`src/rtl/prog_launcher.sv`:
```
// Harness-side sequencer: launches NPROG CPU programs back to back via Start,
// measures RUN cycles until Done, and flags programs that hit TIMEOUT.
module prog_launcher #(
    parameter int NPROG     = 3,
    parameter int PW        = 2,
    parameter int START_CYC = 2,
    parameter int CW        = 16,
    parameter int TIMEOUT   = 1000
) (
    input  logic          Clk,
    input  logic          Reset_n,
    input  logic          Go,
    input  logic          Done,
    output logic          Start,
    output logic [PW-1:0] ProgIdx,
    output logic          Busy,
    output logic [CW-1:0] CycleCount,
    output logic          CountValid,
    output logic          TimedOut,
    output logic          AllDone,
    output logic [2:0]    DbgState
);

    // Go and Done are plain levels with no back-pressure: Go is sampled only in
    // IDLE, Done only from the second RUN cycle; both are ignored elsewhere.

    typedef enum logic [2:0] {
        S_IDLE   = 3'd0,
        S_START  = 3'd1,
        S_RUN    = 3'd2,
        S_GAP    = 3'd3,
        S_FINISH = 3'd4
    } state_t;

    localparam int HW = (START_CYC > 1) ? $clog2(START_CYC) : 1;
    localparam logic [HW-1:0] HOLD_LAST = HW'(START_CYC - 1);
    localparam logic [CW-1:0] RUN_LIMIT = CW'(TIMEOUT);
    localparam logic [CW-1:0] RUN_FIRST = CW'(1);
    localparam logic [PW-1:0] LAST_IDX  = PW'(NPROG - 1);

    state_t        state_q, state_d;
    logic [HW-1:0] hold_q, hold_d;
    logic [CW-1:0] run_q, run_d;
    logic [PW-1:0] idx_q, idx_d;
    logic [CW-1:0] cc_q, cc_d;
    logic          cv_q, cv_d;
    logic          to_q, to_d;
    logic          ad_q, ad_d;
    logic          start_q, start_d;
    logic          busy_q, busy_d;
    logic          complete;

    always_comb begin
        state_d  = state_q;
        hold_d   = hold_q;
        run_d    = run_q;
        idx_d    = idx_q;
        cc_d     = cc_q;
        cv_d     = 1'b0;
        to_d     = to_q;
        ad_d     = 1'b0;
        complete = 1'b0;

        case (state_q)
            S_IDLE: begin
                if (Go) begin
                    state_d = S_START;
                    idx_d   = '0;
                    to_d    = 1'b0;
                    hold_d  = '0;
                end
            end

            S_START: begin
                if (hold_q == HOLD_LAST) begin
                    state_d = S_RUN;
                    run_d   = RUN_FIRST;
                end else begin
                    hold_d = hold_q + 1'b1;
                end
            end

            S_RUN: begin
                // A lingering Done from the previous program is masked in cycle 1;
                // Done wins over timeout when both land on the last allowed cycle.
                if (run_q != RUN_FIRST && Done) begin
                    complete = 1'b1;
                end else if (run_q == RUN_LIMIT) begin
                    complete = 1'b1;
                    to_d     = 1'b1;
                end else begin
                    run_d = run_q + RUN_FIRST;
                end

                if (complete) begin
                    cc_d = run_q;
                    cv_d = 1'b1;
                    if (idx_q == LAST_IDX) begin
                        state_d = S_FINISH;
                    end else begin
                        idx_d   = idx_q + PW'(1);
                        state_d = S_GAP;
                    end
                end
            end

            S_GAP: begin
                state_d = S_START;
                hold_d  = '0;
            end

            S_FINISH: begin
                // First FINISH cycle carries the final CountValid, second one AllDone.
                if (ad_q) begin
                    state_d = S_IDLE;
                end else begin
                    ad_d = 1'b1;
                end
            end

            default: begin
                state_d = S_IDLE;
            end
        endcase

        start_d = (state_d == S_START);
        busy_d  = (state_d != S_IDLE);
    end

    always_ff @(posedge Clk or negedge Reset_n) begin
        if (!Reset_n) begin
            state_q <= S_IDLE;
            hold_q  <= '0;
            run_q   <= '0;
            idx_q   <= '0;
            cc_q    <= '0;
            cv_q    <= 1'b0;
            to_q    <= 1'b0;
            ad_q    <= 1'b0;
            start_q <= 1'b0;
            busy_q  <= 1'b0;
        end else begin
            state_q <= state_d;
            hold_q  <= hold_d;
            run_q   <= run_d;
            idx_q   <= idx_d;
            cc_q    <= cc_d;
            cv_q    <= cv_d;
            to_q    <= to_d;
            ad_q    <= ad_d;
            start_q <= start_d;
            busy_q  <= busy_d;
        end
    end

    assign Start      = start_q;
    assign ProgIdx    = idx_q;
    assign Busy       = busy_q;
    assign CycleCount = cc_q;
    assign CountValid = cv_q;
    assign TimedOut   = to_q;
    assign AllDone    = ad_q;
    assign DbgState   = state_q;

endmodule

```
`config.mk`:
```
export PLATFORM = sky130hd
export DESIGN_NAME = prog_launcher
export DESIGN_NICKNAME = d
export VERILOG_FILES = /design/src/rtl/prog_launcher.sv
export SDC_FILE = /design/constraint.sdc
export NUM_CORES = 1
export LEC_CHECK = 0
export ABC_AREA = 1
export BUFFER_PORTS_ARGS = -buffer_cell sky130_fd_sc_hd__buf_2
export CAP_MARGIN = 20
export CORE_ASPECT_RATIO = 0.9
export CORE_MARGIN = 1.5
export CORE_UTILIZATION = 57
export CTS_CLUSTER_DIAMETER = 150
export DETAILED_ROUTE_END_ITERATION = 7
export GPL_ROUTABILITY_DRIVEN = 0
export PLACE_DENSITY = 0.79
export SYNTH_ARGS = -nofsm -noshare
export SYNTH_HDL_FRONTEND = slang
export SYNTH_SLANG_ARGS = --single-unit
```
`constraint.sdc`:
```
create_clock -name Clk -period 2.3 [get_ports Clk]
set_input_delay 0.23 -clock Clk [delete_from_list [all_inputs] [get_ports Clk]]
set_output_delay 0.23 -clock Clk [all_outputs]
set_load 0.005 [all_outputs]
```
# After elaboration in Yosys (flattened, before gate mapping)
# Cells that the tools add are included.
totals:
  elab_cells: 66
  output_inout_bits: 26
  regBits: 43
classes:
  n_eq_ne: 15
  add_sub_neg: 3
  n_reduce_logical: 11
  mux: 27
op_table:
  columns: ["cell", "n"]
  rows:
  - ["2-to-1 mux 16 bit", 3]
  - ["one-hot mux 16 bit (2 select lines)", 1]
  - ["adder 16 x 1 -> 16 bit, second input constant", 1]
  - ["== test 16 x 10 -> 1 bit, second input constant", 1]
  - ["inequality test 16 x 1 -> 1 bit, second input constant", 1]
  - ["2-to-1 mux 3 bit", 5]
  - ["one-hot mux 3 bit (5 select lines)", 1]
  - ["inequality test 2 bit, second input constant", 7]
  - ["AND reduction 4 bit", 3]
  - ["2-to-1 mux 1 bit", 11]
  - ["== test 3 x 1 -> 1 bit, second input constant", 2]
  - ["== test 3 x 2 -> 1 bit, second input constant", 2]
  - ["2-to-1 mux 2 bit", 3]
  - ["nonzero test 3 bit", 2]
  - ["one-hot mux 2 bit (2 select lines)", 1]
  - ["AND reduction 2 bit", 2]
  - ["nonzero test 2 bit", 2]
  - ["== test 3 bit, second input constant", 1]
  - ["logical NOT 3 bit", 1]
  - ["one-hot mux 1 bit (3 select lines)", 1]
  - ["adder 2 x 1 -> 2 bit, second input constant", 1]
  - ["== test 2 bit, second input constant", 1]
  - ["one-hot mux 1 bit (2 select lines)", 1]
  - ["adder 1 bit, second input constant", 1]
  - ["logical AND 1 bit", 1]

# Logic depth before layout (Yosys ltp)
depth:
  ltp_word: 7
  depth_mapped: 11
  mapped_depth_nobuf: 11

# Worst setup path after synthesis
# OpenSTA, ideal clock, no wires.
synth_path:
  path_kind: "register to register"
  start: "register run_q[0]"
  end: "register run_q[7]"
  stages_incl_launch_ff: 11
  arrival_time_ns: 1.477
  setup_slack_ns: 0.702
  path_buffers: 1
  period_less_slack_ns: 1.598
  cell_sequence: "dfrtp_1 > inv_1 > ha_1 > nand3_1 > nor2_2 > nand2_1 > nand3_2 > nand2_4 > buf_6 > nand2_1 > o21ai_2"
synth_via:
  elab_chain_cells: 4
  word_cells_on_any_way: 10
  classes_between: "add/sub (1); eq/ne (4); mux (3); reduce/logical (2)"
synth_lines:
  columns: ["item", "line", "rtl"]
  rows:
  - ["start: declaration", "43", "logic [CW-1:0] run_q, run_d;"]
  - ["start signal: assignment", "145", "run_q <= run_d;"]
  - ["adder 16 x 1 -> 16 bit / inequality test 16 x 1 -> 1 bit (equally long branches)", "92, 86", null]
  - ["2-to-1 mux 16 bit / logical AND 1 bit (equally long branches)", "88, 86", null]
  - ["2-to-1 mux 16 bit / inequality test 2 bit (equally long branches)", null, null]
  - ["one-hot mux 16 bit (2 select lines) / AND reduction 4 bit (equally long branches)", null, null]
# Parallel ways exist; a longest one is shown, timed or not. The select of a mux whose other input is x is not followed.
# A chain may end at the register's enable or synchronous reset.

# Worst setup path in the final report
layout_path:
  start: "register run_q[1]"
  end: "register cc_q[8], in the netlist CycleCount[8]"
layout_via:
  elab_chain_cells: 5
  word_cells_on_any_way: 7
  classes_between: "eq/ne (2); mux (3); reduce/logical (2)"
layout_lines:
  columns: ["item", "line", "rtl"]
  rows:
  - ["== test 16 x 10 -> 1 bit / inequality test 16 x 1 -> 1 bit (equally long branches)", "88, 86", null]
  - ["2-to-1 mux 1 bit / logical AND 1 bit (equally long branches)", "88, 86", null]
  - ["2-to-1 mux 1 bit *", "86", "if (run_q != RUN_FIRST && Done) begin"]
  - ["2-to-1 mux 1 bit *", "64", "case (state_q)"]
  - ["AND reduction 2 bit (no source line) *", null, null]
  - ["end signal: assignment", "136", "cc_q <= '0;"]
  - ["end signal: assignment", "147", "cc_q <= cc_d;"]
  - ["end: declaration", "45", "logic [CW-1:0] cc_q, cc_d;"]
# Mark *: on every way between the ends. The rest lies on a longest branch, timed or not. The select of a mux whose other input is x is not followed.

==> results.md <==
Layout:
- Counting the fill cells in the layout gives 345.
- Of the cells placed in the final design, the portion with a size suffix greater than 1 is 0.314.
- The net count of the finished layout is 316.
- 0 antenna diodes ended up in the layout.
- Excluding fillers, the count of instances in the completed layout stands at 357.
- The multi-input combinational cells in the finished layout cover a total of 0.00113 sq mm.
- In the final layout, flip-flops and latches occupy 0.00108 sq mm.
- For this run, the share of the core covered by cells in the final layout is 0.655.
- The top cell types in the final layout, fill and taps aside, are sky130_fd_sc_hd__nand2_1, sky130_fd_sc_hd__dfrtp_1, sky130_fd_sc_hd__buf_2, sky130_fd_sc_hd__o21ai_2, sky130_fd_sc_hd__nor2_1.
- The library cell used most frequently in the layout, excluding fill and tap cells, is sky130_fd_sc_hd__nand2_1.
- From synthesis to final layout, the design area changed by 10.6%.

Logic synthesis:
- Summed over all instances, the cell type with the most area after synthesis is sky130_fd_sc_hd__dfrtp_1.
- Counting every net in the synthesized netlist gives 284.
- Sorting the synthesized cells by area gives the leading types as sky130_fd_sc_hd__dfrtp_1, sky130_fd_sc_hd__nand2_1, sky130_fd_sc_hd__o21ai_2.
- The cell area after synthesis is 0.00240 sq mm.
- The share of synthesized area in the top cell type comes to 0.449.
- Counting distinct cell types in the post-synthesis netlist gives 27.
- In this run, synthesis produced a sequential element count of 43.
- Dividing the synthesized area by the synthesized cell count gives 8.69 sq um.
- The post-synthesis sequential area ratio is 0.449.
- During synthesis, Yosys emitted a total of 0 warnings.
- The synthesized netlist cell count is 276.

Clock network:
- The register clock-pin slew on the reported worst setup and hold paths is 0.09 ns.
- The CTS tree is yes.
- The clock tree synthesis step divided the H-tree into 2 levels.
- The number of clock buffers added by TritonCTS is 5.
- The later pin in the worst-skew pair is clocked with a latency of 0.31 ns.
- The CTS sink count is 43.
- The number of cells upsized or downsized after cts is 0.
- The clock passes through at most 2 buffers.
- The clock root buffer master is sky130_fd_sc_hd__clkbuf_8.

Global route:
- The via count of the first global-routing pass was 1,760.
- The overall routing resource usage is 0.248.
- After global routing the overflow that remains totals 0.
- The pin count of the biggest net entering global routing is 44.
- The number of antenna violations at the first check in global routing is 0.
- The first global-routing pass estimated 8810 um of wire.

Critical path:
- The critical register-to-register path startpoint is run_q[1].
- By instance count, the cell type seen most on the critical path is sky130_fd_sc_hd__nand2_1.
- The required arrival time at the worst endpoint is 2.54 ns.
- The classification of the worst setup path is flip-flop to flip-flop.
- The largest individual stage delay along the critical path comes from the cell sky130_fd_sc_hd__inv_2.
- Tracing the worst setup path back leads to its startpoint at run_q[1].
- STA puts the critical path data arrival time at 2.30 ns.
- The kind of capture point of the worst setup path is a flip-flop.
- For this run, the slowest stage of the critical path takes 0.47 ns.
- The signal on the critical path passes through inv_1 > ha_1 > nand2_1 > nor2_1 > nand2_1 > nand3_1 > nand2_4 > inv_2 > nand2_1 > o21ai_2.
- The critical path startpoint category is a flip-flop.
- In this run the worst path has a maximum fanout of 30.

STA:
- For this run, the top clock speed supported by timing is 0.486 GHz.
- Setup slack closes at 0.240 ns.
- The count of final max-slew check failures is 0.
- The final-report hold violation count is 0.
- The clock arrives with 0.0140 ns of skew.
- Setup repair after global routing left no endpoint under its margin.
- The number of endpoints failing setup at the final stage is 0.
- For the finished layout, the period the worst path requires is 2.06 ns.
- Setup total negative slack on the finished layout was measured at 0 ns.
- At the pin with the least slew margin, the transition time is 0.628 ns.
- The worst relative slew slack is 0.581.
- The share of the cycle needed by the critical path after routing is 0.895.

Floorplan:
- The standard cell core area is 0.00405 sq mm.
- For this configuration, the core starts out at a cell density of 0.592.
- The count of pins on the block boundary is 30.
- After floorplanning, the core was divided into 22 placement rows.
- The die covers 0.00460 sq mm.
- The chip width is 71.4 um.
- From bottom edge to top edge, the die measures 64.5 um.

Status:
- The flow ran to the end, and the final reports show no timing, DRC or antenna violations.

Routing:
- After the first detailed-routing iteration, the DRC count stood at 198.
- Summed over all layers, the routed wires come to 5080 um.
- After detailed routing, the average wire length per cell comes to 14.2 um.
- The via count is 1,888.
- The count of nets left with antenna violations after detail routing is 0.
- The DRC violation count after routing is 0.
- For this run, the detailed router's first-pass iteration total came to 4.
- The average vias per placed instance is 5.29.

Power:
- The static leakage is 1.27 nW.
- The completed layout was analyzed and its total power is 2.69 mW.
- For this design the ratio of total power to cell area is 1010 mW/mm^2.
- The worst-case IR drop observed on VDD is 0.861 mV.

Flow run:
- The max-cap check violation count is 0.

Placed design:
- After legalization and detailed placement, the total HPWL measured 3600 um.
- The total of buffers placed on input and output ports is 29.
- The worst-case setup slack after placement is 0.256 ns.
- Including well taps, the total number of placed cells is 347.

Hold path:
- The min-delay analysis places its worst path in the category input pin to flip-flop.
- The startpoint of the worst hold path is Go.
per-stage QoR:
| step | hold slack, ns | area (sq um) |
|---|---|---|
| floorplan | -0.0656 | 2400 |
| global placement | 0.430 | 2530 |
| detailed placement | 0.436 | 2530 |
| CTS | 0.0967 | 2620 |
| global route | 0.280 | 2650 |
| finish | 0.256 | 2650 |
cell type report:
cell class / instances / area share
timing repair buffer: 32 / 0.0689
sequential: 43 / 0.406
clock inverter: 3 / 0.00897
tap: 48 / 0.0227
clock buffer: 5 / 0.0260
inverter: 29 / 0.0420
multi-input combinational: 197 / 0.426
timing repair:
| action | CTS | global route |
|---|---|---|
| endpoints found under the hold margin | 0 | 17 |
| setup buffers | 0 | 0 |
| hold buffers | 0 | 1 |
registers in the layout (all words and copies together), names as in the netlist:
| name | count |
|---|---|
| AllDone | 1 |
| ProgIdx | 2 |
| hold_q | 1 |
| CountValid | 1 |
| CycleCount | 16 |
| DbgState | 3 |
| TimedOut | 1 |
| run_q | 16 |
| Busy | 1 |
| Start | 1 |
worst max-delay path, delay by kind of cell, from the launching register on:
kind / cells / cell delay (ns)
AO/OA/AOI/OAI: 1 / 0.09
buffers and inverters: 2 / 0.63
flip-flops: 1 / 0.41
adder cells (fa/ha/maj): 1 / 0.18
AND/OR/NAND/NOR: 6 / 0.66
cell usage after synthesis (all sizes together):
master	n
a21oi	2
buf	7
dfrtp	43
ha	4
inv	29
nand2	83
nand3	23
nand4	5
nor2	29
nor3	10
o211ai	1
o21ai	33
o22ai	1
xnor2	1
xor2	5
power by group:
part | switching [mW] | internal (mW) | total [mW]
Clock | 0.285 | 0.217 | 0.502
Sequential | 0.146 | 0.964 | 1.11
Combinational | 0.676 | 0.402 | 1.08
routing by layer:
layer  routed length (um)  GRT usage
met5                    0          0
met4                   80     0.0802
met3                  222     0.0435
met2                 2300      0.372
met1                 2480      0.366
kinds of logic after synthesis:
| kind of cell | synth area share |
|---|---|
| and+or+nand+nor | 0.304 |
| adders and majority gates | 0.0209 |
| DFF | 0.449 |
| AOI/OAI and AO/OA | 0.124 |
| buffers and inverters | 0.0804 |
| xor gates and xnor gates | 0.0219 |
path summary, 6_finish.rpt:
kind | cells past startpoint | end | slack [ns]
min in group asynchronous | 2 | run_q[2] | 0.38
worst max register to register | 10 | CycleCount[8] | 0.24
worst min register to register | 1 | AllDone | 0.46
max in group asynchronous | 3 | run_q[8] | 1.42
worst min-delay path | 4 | TimedOut | 0.26
worst max-delay path | 10 | CycleCount[8] | 0.24
(Power assumes the default switching activity.)
